--- config.mk ---
export PLATFORM = sky130hd
export DESIGN_NAME = fp16_addsub_seq
export DESIGN_NICKNAME = d
export VERILOG_FILES = /design/src/rtl/fp16_addsub_seq.sv
export SDC_FILE = /design/constraint.sdc
export NUM_CORES = 1
export LEC_CHECK = 0
export ABC_AREA = 0
export CAP_MARGIN = 15
export CORE_UTILIZATION = 55
export CTS_CLUSTER_DIAMETER = 120
export DETAILED_ROUTE_END_ITERATION = 8
export HOLD_SLACK_MARGIN = 0.12
export PLACE_DENSITY = 0.77
export SLEW_MARGIN = 0
export SYNTH_ARGS = -nofsm -noshare
export SYNTH_HDL_FRONTEND = slang
export SYNTH_SLANG_ARGS = --single-unit
--- constraint.sdc ---
create_clock -name clk -period 4.6 [get_ports clk]
set_input_delay 0.92 -clock clk [delete_from_list [all_inputs] [get_ports clk]]
set_output_delay 0.92 -clock clk [all_outputs]
set_load 0.01 [all_outputs]
--- src/rtl/fp16_addsub_seq.sv ---
// Sequential binary16 add/subtract: one alignment or normalisation shift per cycle.
// Flush-to-zero operands, truncating rounding, no inf/NaN handling.
module fp16_addsub_seq #(
    parameter int EXP_W = 5,
    parameter int MAN_W = 10
) (
    input  logic                 clk,
    input  logic                 rst,
    input  logic                 start,
    input  logic                 op,
    input  logic [EXP_W+MAN_W:0] a,
    input  logic [EXP_W+MAN_W:0] b,
    output logic                 busy,
    output logic                 done,
    output logic [EXP_W+MAN_W:0] result,
    output logic                 ovf
);
    localparam int W  = 1 + EXP_W + MAN_W;
    localparam int SW = MAN_W + 2;
    localparam int EW = EXP_W + 1;
    localparam logic [EXP_W-1:0] DIST_MAX = EXP_W'(MAN_W + 1);
    localparam logic [EW-1:0]    EXP_TOP  = EW'((1 << EXP_W) - 1);

    typedef enum logic [2:0] {S_IDLE, S_ALIGN, S_ADD, S_NORM, S_DONE} state_t;

    state_t           state_q, state_d;
    logic [SW-1:0]    big_man_q, big_man_d;
    logic [SW-1:0]    small_man_q, small_man_d;
    logic [SW-1:0]    sum_q, sum_d;
    logic             big_sign_q, big_sign_d;
    logic             small_sign_q, small_sign_d;
    logic             sign_q, sign_d;
    logic [EW-1:0]    exp_q, exp_d;
    logic [EXP_W-1:0] dist_q, dist_d;
    logic [W-1:0]     result_q, result_d;
    logic             ovf_q, ovf_d;

    logic [W-1:0]     b_eff;
    logic [EXP_W-1:0] exp_a, exp_b;
    logic [SW-1:0]    man_a, man_b;
    logic [EW-1:0]    exp_inc, exp_dec;

    assign b_eff   = {b[W-1] ^ op, b[W-2:0]};
    assign exp_a   = a[W-2:MAN_W];
    assign exp_b   = b[W-2:MAN_W];
    assign man_a   = {2'b01, a[MAN_W-1:0]};
    assign man_b   = {2'b01, b[MAN_W-1:0]};
    assign exp_inc = exp_q + EW'(1);
    assign exp_dec = exp_q - EW'(1);

    always_comb begin
        state_d      = state_q;
        big_man_d    = big_man_q;
        small_man_d  = small_man_q;
        sum_d        = sum_q;
        big_sign_d   = big_sign_q;
        small_sign_d = small_sign_q;
        sign_d       = sign_q;
        exp_d        = exp_q;
        dist_d       = dist_q;
        result_d     = result_q;
        ovf_d        = ovf_q;

        case (state_q)
            S_IDLE: begin
                if (start) begin
                    if (exp_a == '0 || exp_b == '0) begin
                        result_d = (exp_b == '0) ? a : b_eff;
                        ovf_d    = 1'b0;
                        state_d  = S_DONE;
                    end else begin
                        // Operand with the larger exponent becomes the "big" one.
                        if (exp_a >= exp_b) begin
                            big_man_d    = man_a;
                            big_sign_d   = a[W-1];
                            small_man_d  = man_b;
                            small_sign_d = b_eff[W-1];
                            exp_d        = {1'b0, exp_a};
                            dist_d       = exp_a - exp_b;
                        end else begin
                            big_man_d    = man_b;
                            big_sign_d   = b_eff[W-1];
                            small_man_d  = man_a;
                            small_sign_d = a[W-1];
                            exp_d        = {1'b0, exp_b};
                            dist_d       = exp_b - exp_a;
                        end
                        state_d = S_ALIGN;
                    end
                end
            end
            S_ALIGN: begin
                if (dist_q == '0) begin
                    state_d = S_ADD;
                end else if (dist_q > DIST_MAX) begin
                    small_man_d = '0;
                    dist_d      = '0;
                end else begin
                    small_man_d = {1'b0, small_man_q[SW-1:1]};
                    dist_d      = dist_q - EXP_W'(1);
                end
            end
            S_ADD: begin
                if (big_sign_q == small_sign_q) begin
                    sum_d  = big_man_q + small_man_q;
                    sign_d = big_sign_q;
                end else if (big_man_q > small_man_q) begin
                    sum_d  = big_man_q - small_man_q;
                    sign_d = big_sign_q;
                end else if (big_man_q < small_man_q) begin
                    sum_d  = small_man_q - big_man_q;
                    sign_d = small_sign_q;
                end else begin
                    sum_d  = '0;
                    sign_d = 1'b0;
                end
                state_d = S_NORM;
            end
            S_NORM: begin
                if (sum_q == '0) begin
                    result_d = '0;
                    ovf_d    = 1'b0;
                    state_d  = S_DONE;
                end else if (sum_q[SW-1]) begin
                    // Exponent is one bit wider than the field so exp-31 operands still overflow.
                    if (exp_inc >= EXP_TOP) begin
                        result_d = {sign_q, {EXP_W{1'b1}}, {MAN_W{1'b0}}};
                        ovf_d    = 1'b1;
                    end else begin
                        result_d = {sign_q, exp_inc[EXP_W-1:0], sum_q[MAN_W:1]};
                        ovf_d    = 1'b0;
                    end
                    state_d = S_DONE;
                end else if (sum_q[MAN_W]) begin
                    result_d = {sign_q, exp_q[EXP_W-1:0], sum_q[MAN_W-1:0]};
                    ovf_d    = 1'b0;
                    state_d  = S_DONE;
                end else begin
                    sum_d = {sum_q[SW-2:0], 1'b0};
                    exp_d = exp_dec;
                    if (exp_dec == '0) begin
                        result_d = '0;
                        ovf_d    = 1'b0;
                        state_d  = S_DONE;
                    end
                end
            end
            S_DONE: begin
                state_d = S_IDLE;
            end
            default: begin
                state_d = S_IDLE;
            end
        endcase
    end

    always_ff @(posedge clk) begin
        if (rst) begin
            state_q      <= S_IDLE;
            big_man_q    <= '0;
            small_man_q  <= '0;
            sum_q        <= '0;
            big_sign_q   <= 1'b0;
            small_sign_q <= 1'b0;
            sign_q       <= 1'b0;
            exp_q        <= '0;
            dist_q       <= '0;
            result_q     <= '0;
            ovf_q        <= 1'b0;
        end else begin
            state_q      <= state_d;
            big_man_q    <= big_man_d;
            small_man_q  <= small_man_d;
            sum_q        <= sum_d;
            big_sign_q   <= big_sign_d;
            small_sign_q <= small_sign_d;
            sign_q       <= sign_d;
            exp_q        <= exp_d;
            dist_q       <= dist_d;
            result_q     <= result_d;
            ovf_q        <= ovf_d;
        end
    end

    assign busy   = (state_q != S_IDLE);
    assign done   = (state_q == S_DONE);
    assign result = result_q;
    assign ovf    = ovf_q;
endmodule
### Word-level counts from Yosys, hierarchy flattened

Index checks and enable logic that the tools add are counted.
Widths: inputs -> output; s select.

| storage, ports and cells | value |
|---|---|
| bits in writable memories | 0 |
| memories | 0 |
| bits in latches | 0 |
| register bits after elaboration | 70 |
| word-level logic and storage cells | 118 |
| bits in read-only memories | 0 |
| output and inout port bits | 19 |

| cells by class | value |
|---|---|
| div/mod/pow operators | 0 |
| eq/ne operators | 14 |
| order comparisons | 5 |
| $add $sub $neg | 8 |
| bitwise logic cells | 2 |
| multiplexer cells | 57 |
| shift-type cells | 0 |
| multipliers | 0 |
| reductions and logical operators | 19 |

Operator list:

| operator | count |
|---|---|
| $mux 16 | 7 |
| $mux 12 | 8 |
| $pmux 12 s2 | 2 |
| $pmux 16 s2 | 1 |
| $mux 5 | 6 |
| $mux 6 | 5 |
| $sub 12x12->12 | 2 |
| $mux 11 | 2 |
| $mux 3 | 7 |
| $mux 10 | 2 |
| $ne 2x2->1 const B | 8 |
| $logic_not 5->1 | 3 |
| $mux 15 | 1 |
| $add 12x12->12 | 1 |
| $gt 12x12->1 | 1 |
| $logic_not 12->1 | 1 |
| $lt 12x12->1 | 1 |
| $mux 1 | 12 |
| $pmux 3 s4 | 1 |
| $pmux 6 s2 | 1 |
| $reduce_and 4->1 | 3 |
| $pmux 5 s2 | 1 |
| $sub 5x5->5 | 2 |
| $reduce_and 3->1 | 3 |
| 21 further kinds | 24 |

### Depth between registers and ports, before layout

| depth | value |
|---|---|
| depth after elaboration | 7 |
| mapped depth | 11 |

### Worst setup path after synthesis

Ideal clock, no wire load.

| timing path | value |
|---|---|
| path kind | input -> register |
| start | input port a[12] |
| end | register small_man_q[0] |
| cell stages on the path | 9 |
| data arrival time | 2961 ps |
| setup slack | 1511 ps |
| data required time | 4472 ps |
| cell sequence | inv_1 ha_1 a311o_1 or3b_4 nand2_1 buf_4 mux2_2 a221oi_1 nor2_1 |

| on the way | value |
|---|---|
| cells in the longest elaborated chain, start to end | 5 |

RTL lines:

| element | RTL line | source |
|---|---|---|
| from (decl) | 11 | `input logic [EXP_W+MAN_W:0] a,` |
| $ge 5x5->1 | 73 | `if (exp_a >= exp_b) begin` |
| $mux 10 | 73 |  |
| $mux 12 | 67 | `if (exp_a == '0 \|\| exp_b == '0) begin` |
| $mux 12 | 66 | `if (start) begin` |
| $pmux 12 s2 | 64 | `case (state_q)` |
| to (signal assigned) | 173 | `small_man_q <= small_man_d;` |
| to (decl) | 28 | `logic [SW-1:0] small_man_q, small_man_d;` |

Several ways; a longest one is shown, not always the timed one. The select of a mux whose other input is x is not followed.
A chain may end at the register's enable or synchronous reset.

### Worst setup path in the final report

| timing path | value |
|---|---|
| start | input port a[11] |
| end | register exp_q[4] |

| on the way | value |
|---|---|
| cells in the longest elaborated chain, start to end | 5 |

RTL lines:

| element | RTL line | source |
|---|---|---|
| $ge 5x5->1 | 73 |  |
| $mux 5 | 73 |  |
| $mux 6 | 67 |  |
| $mux 6 | 66 |  |
| $pmux 6 s2 | 64 |  |
| to (signal assigned) | 178 | `exp_q <= exp_d;` |
| to (decl) | 33 | `logic [EW-1:0] exp_q, exp_d;` |

Several ways; a longest one is shown, not always the timed one. The select of a mux whose other input is x is not followed.

==> impl_metrics.yaml <==
logic_synthesis:
  async_reset_ff_frac: 0
  ys_top_cells_by_area: "dfxtp_1 (23%), ha_1 (10%), nor2_1 (6.1%)"
  syn_area_um2: 6040
  synth.most_common_cell: "nor2_1"
  yosys.area.top_type: "dfxtp_1"
  avgSynthCellArea_um2: 7.64
  ys_seq_elements: 68
  yosysWarnings: 0
  yosys-top-cells-count: "nor2_1 (98), dfxtp_1 (68), a21oi_1 (67)"
  synth_cells: 791
  synth_edf_count: 0
  synth_cell_type_count: 75
  synth-seq-area-share: 0.225
  post-synth-top-area-fraction: 0.225
  ys.flop_type: "dfxtp_1"
  syn_nets: 881
placement:
  hpwl_um: 13400
  post_dp_cell_area_um2: 6560
  place.gp.congestion: 0.897
  port_buffers: 54
clock_network:
  post-cts-setup-buffer-count: 0
  clk_pin_slew_ps: 90
  cts-resized-gates: 0
  clk-insertion-delay-late_ps: 370
  cts_max_level: 3
  cts_buffers: 9
  clockRootBuffer: "clkbuf_8"
  clockBufferDepth: 2
  cts.sinks: 68
  hold_buffers: 0
  cts_tree: "done"
drt:
  dr_total_vias: 5993
  top_layer_used: "met4"
  post_drt_wl_per_cell_um: 18.2
  drt_first_pass_iters: 7
  ant_nets: 0
  wl_met3_um: 1480
  via_per_inst: 6.26
  routed_wl_um: 17400
  wl_met1_um: 8450
  drc: 0
  drt_iter0_drc: 502
  dr_wl_met2_um: 7220
power:
  power_frac_seq: 0.282
  cellPowerDensity_nw_per_um2: 436
  comb_power_share: 0.544
  vdd_drop_max_uv: 245
  swShare: 0.458
  leakagePower_nw: 2.68
  clkPwrFrac: 0.174
  netSwitchingPower_w: 0.00135
  intPower_w: 0.00160
global_route:
  track_usage: 0.315
  antenna_found_initial: 1
  grt-ovfl-total: 0
  grt_pass1_wl_um: 28300
  grt_pass1_vias: 5429
  grt_max_degree: 40
finish:
  stdcell_area_um2: 6760
  area_growth_syn_to_layout_pct: 11.8
  fill_cells: 942
  fin_nets: 905
  drive_above_1_share: 0.0707
floorplanning:
  rows: 37
  coreArea_um2: 10500
  die_h_um: 107
  initial_core_util: 0.575
  die_x_um: 107
  num_io_pins: 55
  fp.dieArea_um2: 11400
critical_path:
  arrival_ps: 3930
  worstSetupStartpointType: "input pin"
  reg2regPathDepth: 10
  critPathSlowestCell: "clkdlybuf4s50_1"
  max_stage_delay_ps: 570
  crit_path_end_kind: "flip-flop"
  required_ps: 4880
  critical_path_class: "in2reg"
  crit_fanout: 21
  cp_common_cell: "buf_4"
  worstPathCellList: "clkdlybuf4s50_1 > inv_1 > ha_1 > nor2b_1 > o21ai_0 > or3b_4 > nand2_1 > buf_4 > buf_4 > mux2i_1 > a211o_1 > a21oi_1"
  r2r-start: "big_man_q[0]"
  reg2reg_slack_ps: 1400
  r2r_end: "sum_q[4]"
sta:
  setup_viol: 0
  period_share: 0.792
  final_max_slew_viol_count: 0
  rsz0062_at_grt: "no"
  fin_tns_setup_ps: 0
  max_freq_mhz: 274
  clock_skew_ps: 14.4
  finalHoldViolCount: 0
  relSlewSlack: 0.355
  tightestPinTransition_ps: 964
  fin_crit_ps: 3640
min_path:
  worst_hold_startpoint: "sign_q"
  hold_class: "reg2reg"
  hold_end: "sign_q"
  whs_path_depth: 2
status:
  status: "completed"
job:
  maxCapViolations: 0
[worst max-delay path: cells and delay by family]
| kind | cells | cell delay (ps) |
|---|---|---|
| multiplexers | 1 | 100 |
| AO/OA/AOI/OAI | 3 | 670 |
| AND/OR/NAND/NOR | 3 | 630 |
| adder cells (fa/ha/maj) | 1 | 340 |
| buffers and inverters | 4 | 1250 |
[power groups by stage]
stage,Sequential [W],Combinational [W],Clock [W]
after floorplan,0.000790,0.00124,0
after global placement,0.000831,0.00154,0
after detailed placement,0.000840,0.00155,0
after CTS,0.000826,0.00156,0.000515
after global routing,0.000850,0.00176,0.000544
final,0.000830,0.00160,0.000513
[worst max-delay path by stage]
stage                     end  cells past startpoint  startpoint
6_report             exp_q[4]                     12       a[11]
5_1_grt              exp_q[4]                     12       a[11]
4_1_cts              exp_q[4]                     12       a[11]
3_5_place_dp         exp_q[4]                     12       a[11]
3_3_place_gp         exp_q[4]                     12       a[11]
2_1_floorplan  small_man_q[0]                      9       a[12]
[flip-flops by register name (all words and copies together) (netlist names)]
| register | cells |
|---|---|
| big_sign_q | 1 |
| exp_q | 6 |
| big_man_q | 11 |
| small_man_q | 11 |
| sum_q | 12 |
| result | 16 |
| dist_q | 5 |
| sign_q | 1 |
| state_q | 3 |
| ovf | 1 |
| small_sign_q | 1 |
[kinds of logic after synthesis]
group                      after synthesis  synth area share
buffers and inverters                  103            0.0756
xor gates and xnor gates                21            0.0304
DFF                                     68             0.225
AOI/OAI and AO/OA                      238             0.265
adders and majority gates               54             0.118
and+or+nand+nor                        271             0.223
muxes                                   36            0.0635
[layout make-up]
cell class | instances | area [µm²] | area share
sequential | 68 | 1360 | 0.201
inverter | 53 | 199 | 0.0294
multi-input combinational | 620 | 4230 | 0.625
clock buffer | 9 | 124 | 0.0183
timing repair buffer | 63 | 603 | 0.0892
antenna | 1 | 2.50 | 0.000370
clock inverter | 7 | 73.8 | 0.0109
tap | 136 | 170 | 0.0252
[metal layers]
| layer | track usage | vias up |
|---|---|---|
| li1 | - | 2900 |
| met1 | 0.470 | 2790 |
| met2 | 0.457 | 274 |
| met3 | 0.0584 | 29 |
| met4 | 0.0900 | 0 |
| met5 | 0 | - |
[placed cells by master, fill, tap and decap left out, types with 17 or more instances in the layout]
master	Yosys	layout
a211oi_1	27	27
a21oi_1	67	67
clkdlybuf4s50_1	0	53
dfxtp_1	68	68
ha_1	49	49
inv_1	53	53
mux2_2	18	18
mux2i_1	17	17
nand2_1	51	51
nor2_1	98	98
nor3_1	27	27
o21ai_0	35	35
[metrics by stage]
step / worst slack [ps] / total power (W) / instances / hold slack (ps) / utilization
floorplan: 1510 / 0.00203 / 791 / 432 / -
global placement: 708 / 0.00237 / 940 / 446 / 0.624
detailed placement: 595 / 0.00239 / 940 / 449 / 0.624
CTS: 968 / 0.00291 / 956 / 461 / 0.643
global route: 757 / 0.00316 / 956 / 484 / 0.643
finish: 955 / 0.00294 / 957 / 463 / 0.643
No activity file was read; power rests on OpenSTA's default activity.
